`src/rtl/fir_coeff_loader_if.sv`:
```
// Byte-stream input and coefficient-write output bundle of the FIR coefficient loader.
// slave: the loader itself; master: the host/config side that feeds taps and watches the writes.
interface fir_coeff_loader_if #(
  parameter int COEF_WIDTH = 8,
  parameter int IDX_WIDTH  = 4
);
  logic                         s_valid;
  logic                         s_ready;
  logic signed [COEF_WIDTH-1:0] s_data;
  logic [IDX_WIDTH-1:0]         coefficient_number;
  logic signed [COEF_WIDTH-1:0] coefficient_value;
  logic                         coefficient_write_enable;
  logic                         busy;
  logic                         done;
  logic                         error;

  modport slave (
    input  s_valid, s_data,
    output s_ready, coefficient_number, coefficient_value,
           coefficient_write_enable, busy, done, error
  );

  modport master (
    output s_valid, s_data,
    input  s_ready, coefficient_number, coefficient_value,
           coefficient_write_enable, busy, done, error
  );
endinterface

```
`src/rtl/fir_coeff_loader.sv`:
```
// Buffers one complete signed tap set from a valid/ready byte stream, then replays it as
// coefficient writes. Optional trailing checksum byte when COEF_LOADER_CHECKSUM_EN is defined.
module fir_coeff_loader #(
  parameter int NUM_TAPS    = 10,
  parameter int COEF_WIDTH  = 8,
  parameter int IDX_WIDTH   = 4,
  parameter int HOLD_CYCLES = 1
) (
  input  logic             clk,
  input  logic             reset,
  fir_coeff_loader_if.slave bus
);

  localparam int HOLD_W = (HOLD_CYCLES > 1) ? $clog2(HOLD_CYCLES) : 1;
  localparam logic [IDX_WIDTH-1:0] LAST_TAP  = IDX_WIDTH'(NUM_TAPS - 1);
  localparam logic [HOLD_W-1:0]    HOLD_LAST = HOLD_W'(HOLD_CYCLES - 1);

  typedef enum logic [1:0] {
    COLLECT = 2'd0,
    CHECK   = 2'd1,
    WRITE   = 2'd2,
    DONE    = 2'd3
  } state_t;

  state_t                       state_q, state_nxt;
  logic [IDX_WIDTH-1:0]         cnt_q, cnt_nxt;
  logic [HOLD_W-1:0]            hold_q, hold_nxt;
  logic [IDX_WIDTH-1:0]         num_q, num_nxt;
  logic signed [COEF_WIDTH-1:0] val_q, val_nxt;
  logic                         rdy_q, rdy_nxt;
  logic                         we_q, we_nxt;
  logic                         busy_q, busy_nxt;
  logic                         done_q, done_nxt;
  logic                         accept, buf_we, start_wr;
  logic signed [COEF_WIDTH-1:0] tap_buf [NUM_TAPS];

`ifdef COEF_LOADER_CHECKSUM_EN
  logic err_q, err_nxt;

  // Plain modulo-2**COEF_WIDTH sum of the stored tap bit patterns.
  function automatic logic [COEF_WIDTH-1:0] tap_sum();
    logic [COEF_WIDTH-1:0] s;
    s = '0;
    for (int i = 0; i < NUM_TAPS; i++) s = s + $unsigned(tap_buf[i]);
    return s;
  endfunction
`endif

  always_comb begin
    state_nxt = state_q;
    cnt_nxt   = cnt_q;
    hold_nxt  = hold_q;
    num_nxt   = num_q;
    val_nxt   = val_q;
    rdy_nxt   = 1'b0;
    we_nxt    = 1'b0;
    busy_nxt  = 1'b0;
    done_nxt  = 1'b0;
    buf_we    = 1'b0;
    start_wr  = 1'b0;
    accept    = bus.s_valid && rdy_q;
`ifdef COEF_LOADER_CHECKSUM_EN
    err_nxt   = 1'b0;
`endif
    case (state_q)
      COLLECT: begin
        rdy_nxt = 1'b1;
        if (accept) begin
          buf_we = 1'b1;
          if (cnt_q == LAST_TAP) begin
            cnt_nxt = '0;
`ifdef COEF_LOADER_CHECKSUM_EN
            state_nxt = CHECK;
`else
            start_wr = 1'b1;
`endif
          end else begin
            cnt_nxt = cnt_q + 1'b1;
          end
        end
      end
`ifdef COEF_LOADER_CHECKSUM_EN
      CHECK: begin
        rdy_nxt = 1'b1;
        if (accept) begin
          if ($unsigned(bus.s_data) == tap_sum()) begin
            start_wr = 1'b1;
          end else begin
            err_nxt   = 1'b1;
            state_nxt = COLLECT;
          end
        end
      end
`endif
      WRITE: begin
        we_nxt   = 1'b1;
        busy_nxt = 1'b1;
        if (hold_q == HOLD_LAST) begin
          hold_nxt = '0;
          if (num_q == LAST_TAP) begin
            state_nxt = DONE;
            we_nxt    = 1'b0;
            busy_nxt  = 1'b0;
            done_nxt  = 1'b1;
          end else begin
            num_nxt = num_q + 1'b1;
            val_nxt = tap_buf[num_nxt];
          end
        end else begin
          hold_nxt = hold_q + 1'b1;
        end
      end
      DONE: begin
        state_nxt = COLLECT;
        rdy_nxt   = 1'b1;
      end
      default: state_nxt = COLLECT;
    endcase

    // Tap 0 goes out on the edge that completes the set; with a single tap it is still in flight.
    if (start_wr) begin
      state_nxt = WRITE;
      rdy_nxt   = 1'b0;
      we_nxt    = 1'b1;
      busy_nxt  = 1'b1;
      num_nxt   = '0;
      hold_nxt  = '0;
      val_nxt   = (NUM_TAPS == 1 && buf_we) ? bus.s_data : tap_buf[0];
    end
  end

  // ---- registered control and outputs ----
  always_ff @(posedge clk or negedge reset) begin
    if (!reset) begin
      state_q <= COLLECT;
      cnt_q   <= '0;
      hold_q  <= '0;
      num_q   <= '0;
      val_q   <= '0;
      rdy_q   <= 1'b0;
      we_q    <= 1'b0;
      busy_q  <= 1'b0;
      done_q  <= 1'b0;
    end else begin
      state_q <= state_nxt;
      cnt_q   <= cnt_nxt;
      hold_q  <= hold_nxt;
      num_q   <= num_nxt;
      val_q   <= val_nxt;
      rdy_q   <= rdy_nxt;
      we_q    <= we_nxt;
      busy_q  <= busy_nxt;
      done_q  <= done_nxt;
    end
  end

  // ---- tap buffer ----
  always_ff @(posedge clk or negedge reset) begin
    if (!reset) begin
      for (int i = 0; i < NUM_TAPS; i++) tap_buf[i] <= '0;
    end else if (buf_we) begin
      tap_buf[cnt_q] <= bus.s_data;
    end
  end

`ifdef COEF_LOADER_CHECKSUM_EN
  always_ff @(posedge clk or negedge reset) begin
    if (!reset) err_q <= 1'b0;
    else        err_q <= err_nxt;
  end
  assign bus.error = err_q;
`else
  assign bus.error = 1'b0;
`endif

  assign bus.s_ready                  = rdy_q;
  assign bus.coefficient_number       = num_q;
  assign bus.coefficient_value        = val_q;
  assign bus.coefficient_write_enable = we_q;
  assign bus.busy                     = busy_q;
  assign bus.done                     = done_q;

endmodule

```
`src/flat_wrapper.sv`:
```
// flat-port wrapper written by rule: the top's interface ports become plain ports
module fir_coeff_loader_flat 
#(
  parameter int NUM_TAPS    = 10,
  parameter int COEF_WIDTH  = 8,
  parameter int IDX_WIDTH   = 4,
  parameter int HOLD_CYCLES = 1
)
  (clk, reset, bus_s_valid, bus_s_data, bus_s_ready, bus_coefficient_number, bus_coefficient_value, bus_coefficient_write_enable, bus_busy, bus_done, bus_error);
  fir_coeff_loader_if #(.COEF_WIDTH(COEF_WIDTH), .IDX_WIDTH(IDX_WIDTH)) bus_i ();
  input  logic clk;
  input  logic reset;
  input wire logic [$bits(bus_i.s_valid)-1:0] bus_s_valid;
  input wire logic [$bits(bus_i.s_data)-1:0] bus_s_data;
  output wire logic [$bits(bus_i.s_ready)-1:0] bus_s_ready;
  output wire logic [$bits(bus_i.coefficient_number)-1:0] bus_coefficient_number;
  output wire logic [$bits(bus_i.coefficient_value)-1:0] bus_coefficient_value;
  output wire logic [$bits(bus_i.coefficient_write_enable)-1:0] bus_coefficient_write_enable;
  output wire logic [$bits(bus_i.busy)-1:0] bus_busy;
  output wire logic [$bits(bus_i.done)-1:0] bus_done;
  output wire logic [$bits(bus_i.error)-1:0] bus_error;
  assign bus_i.s_valid = bus_s_valid;
  assign bus_i.s_data = bus_s_data;
  assign bus_s_ready = bus_i.s_ready;
  assign bus_coefficient_number = bus_i.coefficient_number;
  assign bus_coefficient_value = bus_i.coefficient_value;
  assign bus_coefficient_write_enable = bus_i.coefficient_write_enable;
  assign bus_busy = bus_i.busy;
  assign bus_done = bus_i.done;
  assign bus_error = bus_i.error;
  fir_coeff_loader #(.NUM_TAPS(NUM_TAPS), .COEF_WIDTH(COEF_WIDTH), .IDX_WIDTH(IDX_WIDTH), .HOLD_CYCLES(HOLD_CYCLES)) u_core (.clk(clk), .reset(reset), .bus(bus_i));
endmodule
```
`config.mk`:
```
export PLATFORM = sky130hd
export DESIGN_NAME = fir_coeff_loader_flat
export DESIGN_NICKNAME = d
export VERILOG_FILES = /design/src/rtl/fir_coeff_loader_if.sv /design/src/rtl/fir_coeff_loader.sv /design/src/flat_wrapper.sv
export SDC_FILE = /design/constraint.sdc
export NUM_CORES = 1
export LEC_CHECK = 0
export ABC_AREA = 1
export BUFFER_PORTS_ARGS = -buffer_cell sky130_fd_sc_hd__buf_2
export CAP_MARGIN = 25
export CORE_ASPECT_RATIO = 1.25
export CORE_UTILIZATION = 50
export DETAILED_ROUTE_END_ITERATION = 16
export PLACE_DENSITY_LB_ADDON = 0.08
export SLEW_MARGIN = 40
export SYNTH_ARGS = -nofsm -noshare
export SYNTH_HDL_FRONTEND = slang
export SYNTH_SLANG_ARGS = --single-unit
```
`constraint.sdc`:
```
create_clock -name clk -period 1.82 [get_ports clk]
set_input_delay 0.182 -clock clk [delete_from_list [all_inputs] [get_ports clk]]
set_output_delay 0.182 -clock clk [all_outputs]
set_load 0.01 [all_outputs]
```
==> Word-level counts from Yosys, hierarchy flattened <==
Index checks and enable logic that the tools add are counted.
{ "word_totals": {"ff_bits": 102, "input_bits": 11, "out_inout_bits": 17, "elab_cells": 79} }
{ "op_classes": {"n_addsub": 3, "magnitude_cmp": 3, "n_eq_ne": 9, "mux": 36, "bitwise_logic": 2, "n_reduce_logical": 8} }
{ "op_table": {"columns": ["operator", "n"], "rows": [
  ["bitwise mux 80 bit", 1],
  ["two-way mux 8 bit", 7],
  ["binary-select mux 8 bit (select 4 bit)", 1],
  ["demux 8 bit (select 4 bit)", 1],
  ["two-way mux 4 bit", 5],
  ["two-way mux 1 bit", 17],
  [">= comparator 5 bit (second input constant)", 2],
  ["NOT 4 -> 5 bit", 2],
  ["adder 4 x 1 -> 4 bit (second input constant)", 2],
  ["== test 4 bit (second input constant)", 2],
  ["two-way mux 2 bit", 3],
  ["AND reduction 3 bit", 2],
  ["less-than comparator 5 x 1 -> 1 bit (second input constant)", 1],
  ["== test 2 bit (second input constant)", 2],
  ["inequality test 2 x 1 -> 1 bit (second input constant)", 2],
  ["case mux 2 bit (2 select lines)", 1],
  ["inequality test 3 x 1 -> 1 bit (second input constant)", 1],
  ["inequality test 3 bit (second input constant)", 1],
  ["logical AND 1 bit", 2],
  ["zero test 2 bit", 1],
  ["inequality test 2 bit (second input constant)", 1],
  ["AND reduction 2 bit", 1],
  ["nonzero test 2 bit", 1],
  ["OR reduction 2 bit", 1],
  ["adder 1 bit (second input constant)", 1]
]} }

==> Depth between registers and ports, before layout <==
{ "logic_depth": {"ltp_word": 9, "ltp_mapped": 11, "ltp_nobuf": 10} }

==> Worst setup path after synthesis <==
Ideal clock, no wire load.
{ "synth_timing": {"path_kind": "reg2reg", "start": "reg u_core.num_q[1], in the netlist u_core.bus.coefficient_number[1]", "end": "reg u_core.val_q[0], in the netlist u_core.bus.coefficient_value[0]", "setup_ns": 0.065, "t_arrival_ns": 1.575, "required_ns": 1.755, "slack_ns": 0.180, "path_stages_with_launch": 12, "path_buffers": 2, "period_less_slack_ns": 1.640, "cell_sequence": "dfrtp_1 -> inv_1 -> ha_1 -> buf_2 -> inv_1 -> buf_2 -> nand3_1 -> nand3_1 -> nand3_1 -> nand2_1 -> nand2_1 -> nand2_1"} }
{ "synth_via": {"elab_chain_len": 9, "elab_cells_between_ends": 12, "classes_between": "add/sub (1); eq/ne (2); mux (7); bitwise (1); reduce/logical (1)"} }
{ "synth_rtl": {"columns": ["element", "line_no", "text"], "rows": [
  ["from (decl)", "fir_coeff_loader.sv:28", "logic [IDX_WIDTH-1:0] num_q, num_nxt;"],
  ["from (signal assigned)", "fir_coeff_loader.sv:148", "num_q <= num_nxt;"],
  ["adder 4 x 1 -> 4 bit", "fir_coeff_loader.sv:106", "num_nxt = num_q + 1'b1;"],
  ["NOT 4 -> 5 bit (not written as such)", "fir_coeff_loader.sv:107", "val_nxt = tap_buf[num_nxt];"],
  ["binary-select mux 8 bit (select 4 bit)", "fir_coeff_loader.sv:107", null],
  ["two-way mux 8 bit (not written as such) (2 in series)", "fir_coeff_loader.sv:107", null],
  ["two-way mux 8 bit", "fir_coeff_loader.sv:100", "if (num_q == LAST_TAP) begin"],
  ["two-way mux 8 bit", "fir_coeff_loader.sv:98", "if (hold_q == HOLD_LAST) begin"],
  ["two-way mux 8 bit", "fir_coeff_loader.sv:65", "case (state_q)"],
  ["two-way mux 8 bit", "fir_coeff_loader.sv:121", "if (start_wr) begin"],
  ["to (signal assigned)", "fir_coeff_loader.sv:149", "val_q <= val_nxt;"],
  ["to (decl)", "fir_coeff_loader.sv:29", "logic signed [COEF_WIDTH-1:0] val_q, val_nxt;"]
]} }
Parallel ways exist; a longest one is shown, timed or not. The select of a mux whose other input is x is not followed.
A chain may end at the register's enable or synchronous reset.

==> Worst setup path after layout <==
{ "layout_timing": {"start": "reg u_core.num_q[0], in the netlist u_core.bus.coefficient_number[0]", "end": "reg u_core.val_q[4], in the netlist u_core.bus.coefficient_value[4]"} }
Same word-level chain as after synthesis.

==> summary.md <==
| Metric | Value |
|---|---|
| Status | completed |
| Post-layout minimum cycle time | 1.69 ns |
| Height of the die | 113 µm |
| Startpoint Class | flop |
| R2R Path End | u_core.bus.coefficient_value[4] |
| Tcrit/Tclk final | 93.1% |
| Mux cell area share after synthesis | 0% |
| Leakage Power | 2.93 nW |
| Syn Nets | approximately 650 |
| Setup TNS | 0 ns |
| Core ar. | roughly 9600 µm² |
| Cells after Synth | 635 |
| Hold wc startpoint | bus_s_valid |
| CTS buffer count | 9 |
| Post-Syn Area per Cell | between 7 and 8 µm² |
| GPL Wtd Cong | 0.840 |
| Largest family of logic cells by synthesized area | simple AND/OR/NAND/NOR gates |
| Die footprint | 10300 µm² |
| Top Ports | 28 |
| Ant diodes | 0 |
| Maximum vdd drop | 0.819 mV |
| Initial core utilization | around half |
| Clock Latency Late Sink | 0.35 ns |
| Clock Skew | 0.00607 ns |
| CTS tree | yes |
| Largest net degree at the start of global routing | 35 |
| Number of H-tree levels | 3 |
| Clock transition at path regs | 0.07 ns |
| Post-DRT Antenna Nets | 0 |
| WS Path Type | reg -> reg |
| Min-Delay Path Class | in -> reg |
| # Max-Cap Violations | 0 |
| Via Count | between 4000 and 5000 |
| Syn. warnings | 0 |
| Ys async rst share | 100% |
| Final Max Slew Viols | 0 |
| RSZ-0062 raised after global routing | false |
| Sequential area share after synthesis | between 50 and 60% |
| Power Total | 0.0103 W |
| Vias in the first global route | slightly below 4000 |
| Simple-gate area share of the yosys netlist | between 20% and 30% |
| Fillers | between 900 and 1000 |
| IO buf count | 26 |
| Fmax | just under 0.6 GHz |
| Overall Global Routing Usage | between 20% and 30% |
| Reg2Reg Depth | 9 |
| Num rows | 40 |
| Grt total ovfl | 0 |
| Crit end category | flop |
| Top FF cell, synth | dfrtp_1 |
| P&R area growth vs syn | 13.2% |
| Register Area | 2530 µm² |
| Antenna violations before repair | 0 |
| Hold Fails Final Rpt | 0 |
| Clock Path Buffers | 2 |
| Final nets | 677 |
| DP HPWL | approximately 8.2 mm |
| Worst R2R Start | u_core.bus.coefficient_number[0] |
| Post-synth EDFFs | 0 |
| Area of the multi-input gates | approximately 2000 µm² |
| Post-Synth Adder-Cell Area | less than 1% |
| Routed wire length | 12.3 mm |
| WL/cell | 15.5 µm |
| Req. time, crit path | 2.10 ns |
| Crit path max fanout | 16 |
| PwrDens | 1840 nW/µm² |
| Arrival time at the worst endpoint | 1.98 ns |
| Setup violators final | 0 |
| Flops & latches, synth | 101 |
| DRC errors left | 0 |
| Clk root buf | clkbuf_16 |
| Drt pass-1 iters | 5 |
| Clock sink total | slightly above 100 |
| Post-synthesis cell area | 4940 µm² |
| Synth unique cells | 29 |
| Flop-to-flop setup slack | around 0.13 ns |
| First-pass GRT wire length | 20.3 mm |
| Layout cells sized above 1 | 14.3% |
| Xor and xnor fraction of the mapped netlist area | less than 1% |
| Synth Area in Compound Gates | 10.4% |
| Worst Hold End | u_core.cnt_q[0] |
| Drt via density | 5.20 |
| Die width | between 90 and 100 µm |
| Hold Path Cell Cnt | 3 |
| Initial DRC count | approximately 350 |
## power breakdown
group	switching [W]	internal, W	total (W)
combinational	0.00291	0.00167	0.00458
sequential	0.000588	0.00322	0.00381
clock	0.000844	0.00106	0.00191
total	0.00434	0.00595	0.0103
## worst max-delay path, cell delays in order (launching register included)
cell     delay, ns
dfrtp_2       0.46
ha_1          0.36
inv_1         0.13
buf_12        0.16
nand3_1       0.14
nand3_1       0.10
nand3_1       0.07
nand2_1       0.07
nand2_1       0.06
nand2_1       0.07
## cells in the mapped netlist (2+ instances only)
| cell | count | share of area [%] |
|---|---|---|
| buf_6 | 2 | 0.46 |
| nor2_2 | 3 | 0.38 |
| inv_1 | 71 | 5.4 |
| buf_2 | 13 | 1.3 |
| clkbuf_1 | 8 | 0.61 |
| o21ai_0 | 71 | 7.2 |
| o21ai_2 | 12 | 2.1 |
| nand2_2 | 6 | 0.76 |
| xor2_1 | 2 | 0.35 |
| buf_1 | 2 | 0.15 |
| nand3_1 | 62 | 6.3 |
| nor2_1 | 20 | 1.5 |
| inv_2 | 3 | 0.23 |
| nand4_2 | 2 | 0.51 |
| nand2_4 | 2 | 0.46 |
| o21ai_1 | 4 | 0.41 |
| buf_4 | 2 | 0.30 |
| ha_1 | 2 | 0.51 |
| dfrtp_1 | 101 | 51 |
| o22ai_1 | 3 | 0.38 |
| nand2_1 | 235 | 18 |
| nor2_4 | 2 | 0.46 |
## repair_timing
action | in CTS | in global routing
buffers inserted | 0 | 1
endpoints found under the hold margin | 31 | 0
setup endpoints to repair | 0 | 7
gates resized for setup | 0 | 5
hold buffers | 1 | 0
## placed cells by master (no fill, tap or decap), types with 4 or more instances in the layout
master       n
nand2_1    234
dfrtp_1    100
o21ai_0     71
inv_1       70
nand3_1     62
buf_2       25
nor2_1      20
buf_4       13
o21ai_2     12
clkbuf_16    9
nand2_2      7
o21ai_1      4
buf_12       4
## flip-flops by register name, indices dropped and copies added (netlist names)
signal,count
u_core.bus.done,1
u_core.state_q,2
u_core.bus.coefficient_write_enable,1
u_core.cnt_q,4
u_core.bus.coefficient_value,8
u_core.tap_buf,80
u_core.bus.coefficient_number,4
u_core.bus.s_ready,1
## metal layers
| layer | global-route usage (%) | vias to the layer above | wire [µm] |
|---|---|---|---|
| met5 | 0 | - | 0 |
| met4 | 8.47 | 0 | 195 |
| met1 | 36.1 | 1937 | 5620 |
| li1 | - | 2043 | - |
| met3 | 4.30 | 15 | 644 |
| met2 | 41.9 | 137 | 5840 |
## cell families (layout without fill, tap and decap cells)
| group | Yosys count | count (layout) |
|---|---|---|
| flip-flops | 101 | 101 |
| XOR/XNOR | 2 | 2 |
| AND/OR/NAND/NOR | 335 | 335 |
| other | 1 | 1 |
| adder cells (fa/ha/maj) | 2 | 2 |
| buffers and inverters | 102 | 136 |
| AO/OA/AOI/OAI | 92 | 92 |
## worst max-delay path by stage
stage               slack, ns                               to  cells after the start                              from
global route             0.02  u_core.bus.coefficient_value[7]                      9  u_core.bus.coefficient_number[0]
floorplan                0.18  u_core.bus.coefficient_value[0]                     11  u_core.bus.coefficient_number[1]
detailed placement       0.10  u_core.bus.coefficient_value[0]                      8  u_core.bus.coefficient_number[0]
CTS                       0.1  u_core.bus.coefficient_value[0]                      8  u_core.bus.coefficient_number[0]
global placement         0.13  u_core.bus.coefficient_value[0]                      8  u_core.bus.coefficient_number[0]
finish                   0.13  u_core.bus.coefficient_value[4]                      9  u_core.bus.coefficient_number[0]
## area by class of cell
cell class,instances,area share [%]
sequential,101,45.2
multi-input combinational,432,35.6
tap,126,2.82
clock buffer,10,4.10
inverter,75,5.13
timing repair buffer,45,6.00
clock inverter,6,1.14
## stage by stage
stage / worst slack, ns / hold slack (ns) / util (%) / instances / area, µm²
6_report: 0.125 / 0.179 / 58.2 / 795 / 5590
5_1_grt: 0.0177 / 0.198 / 58.2 / 795 / 5590
4_1_cts: 0.0954 / 0.174 / 57.9 / 794 / 5570
3_5_place_dp: 0.104 / 0.174 / 54.8 / 777 / 5270
3_3_place_gp: 0.126 / 0.177 / 54.8 / 777 / 5270
2_1_floorplan: 0.180 / -0.114 / - / 635 / 4940
No activity file was read; power rests on OpenSTA's default activity.
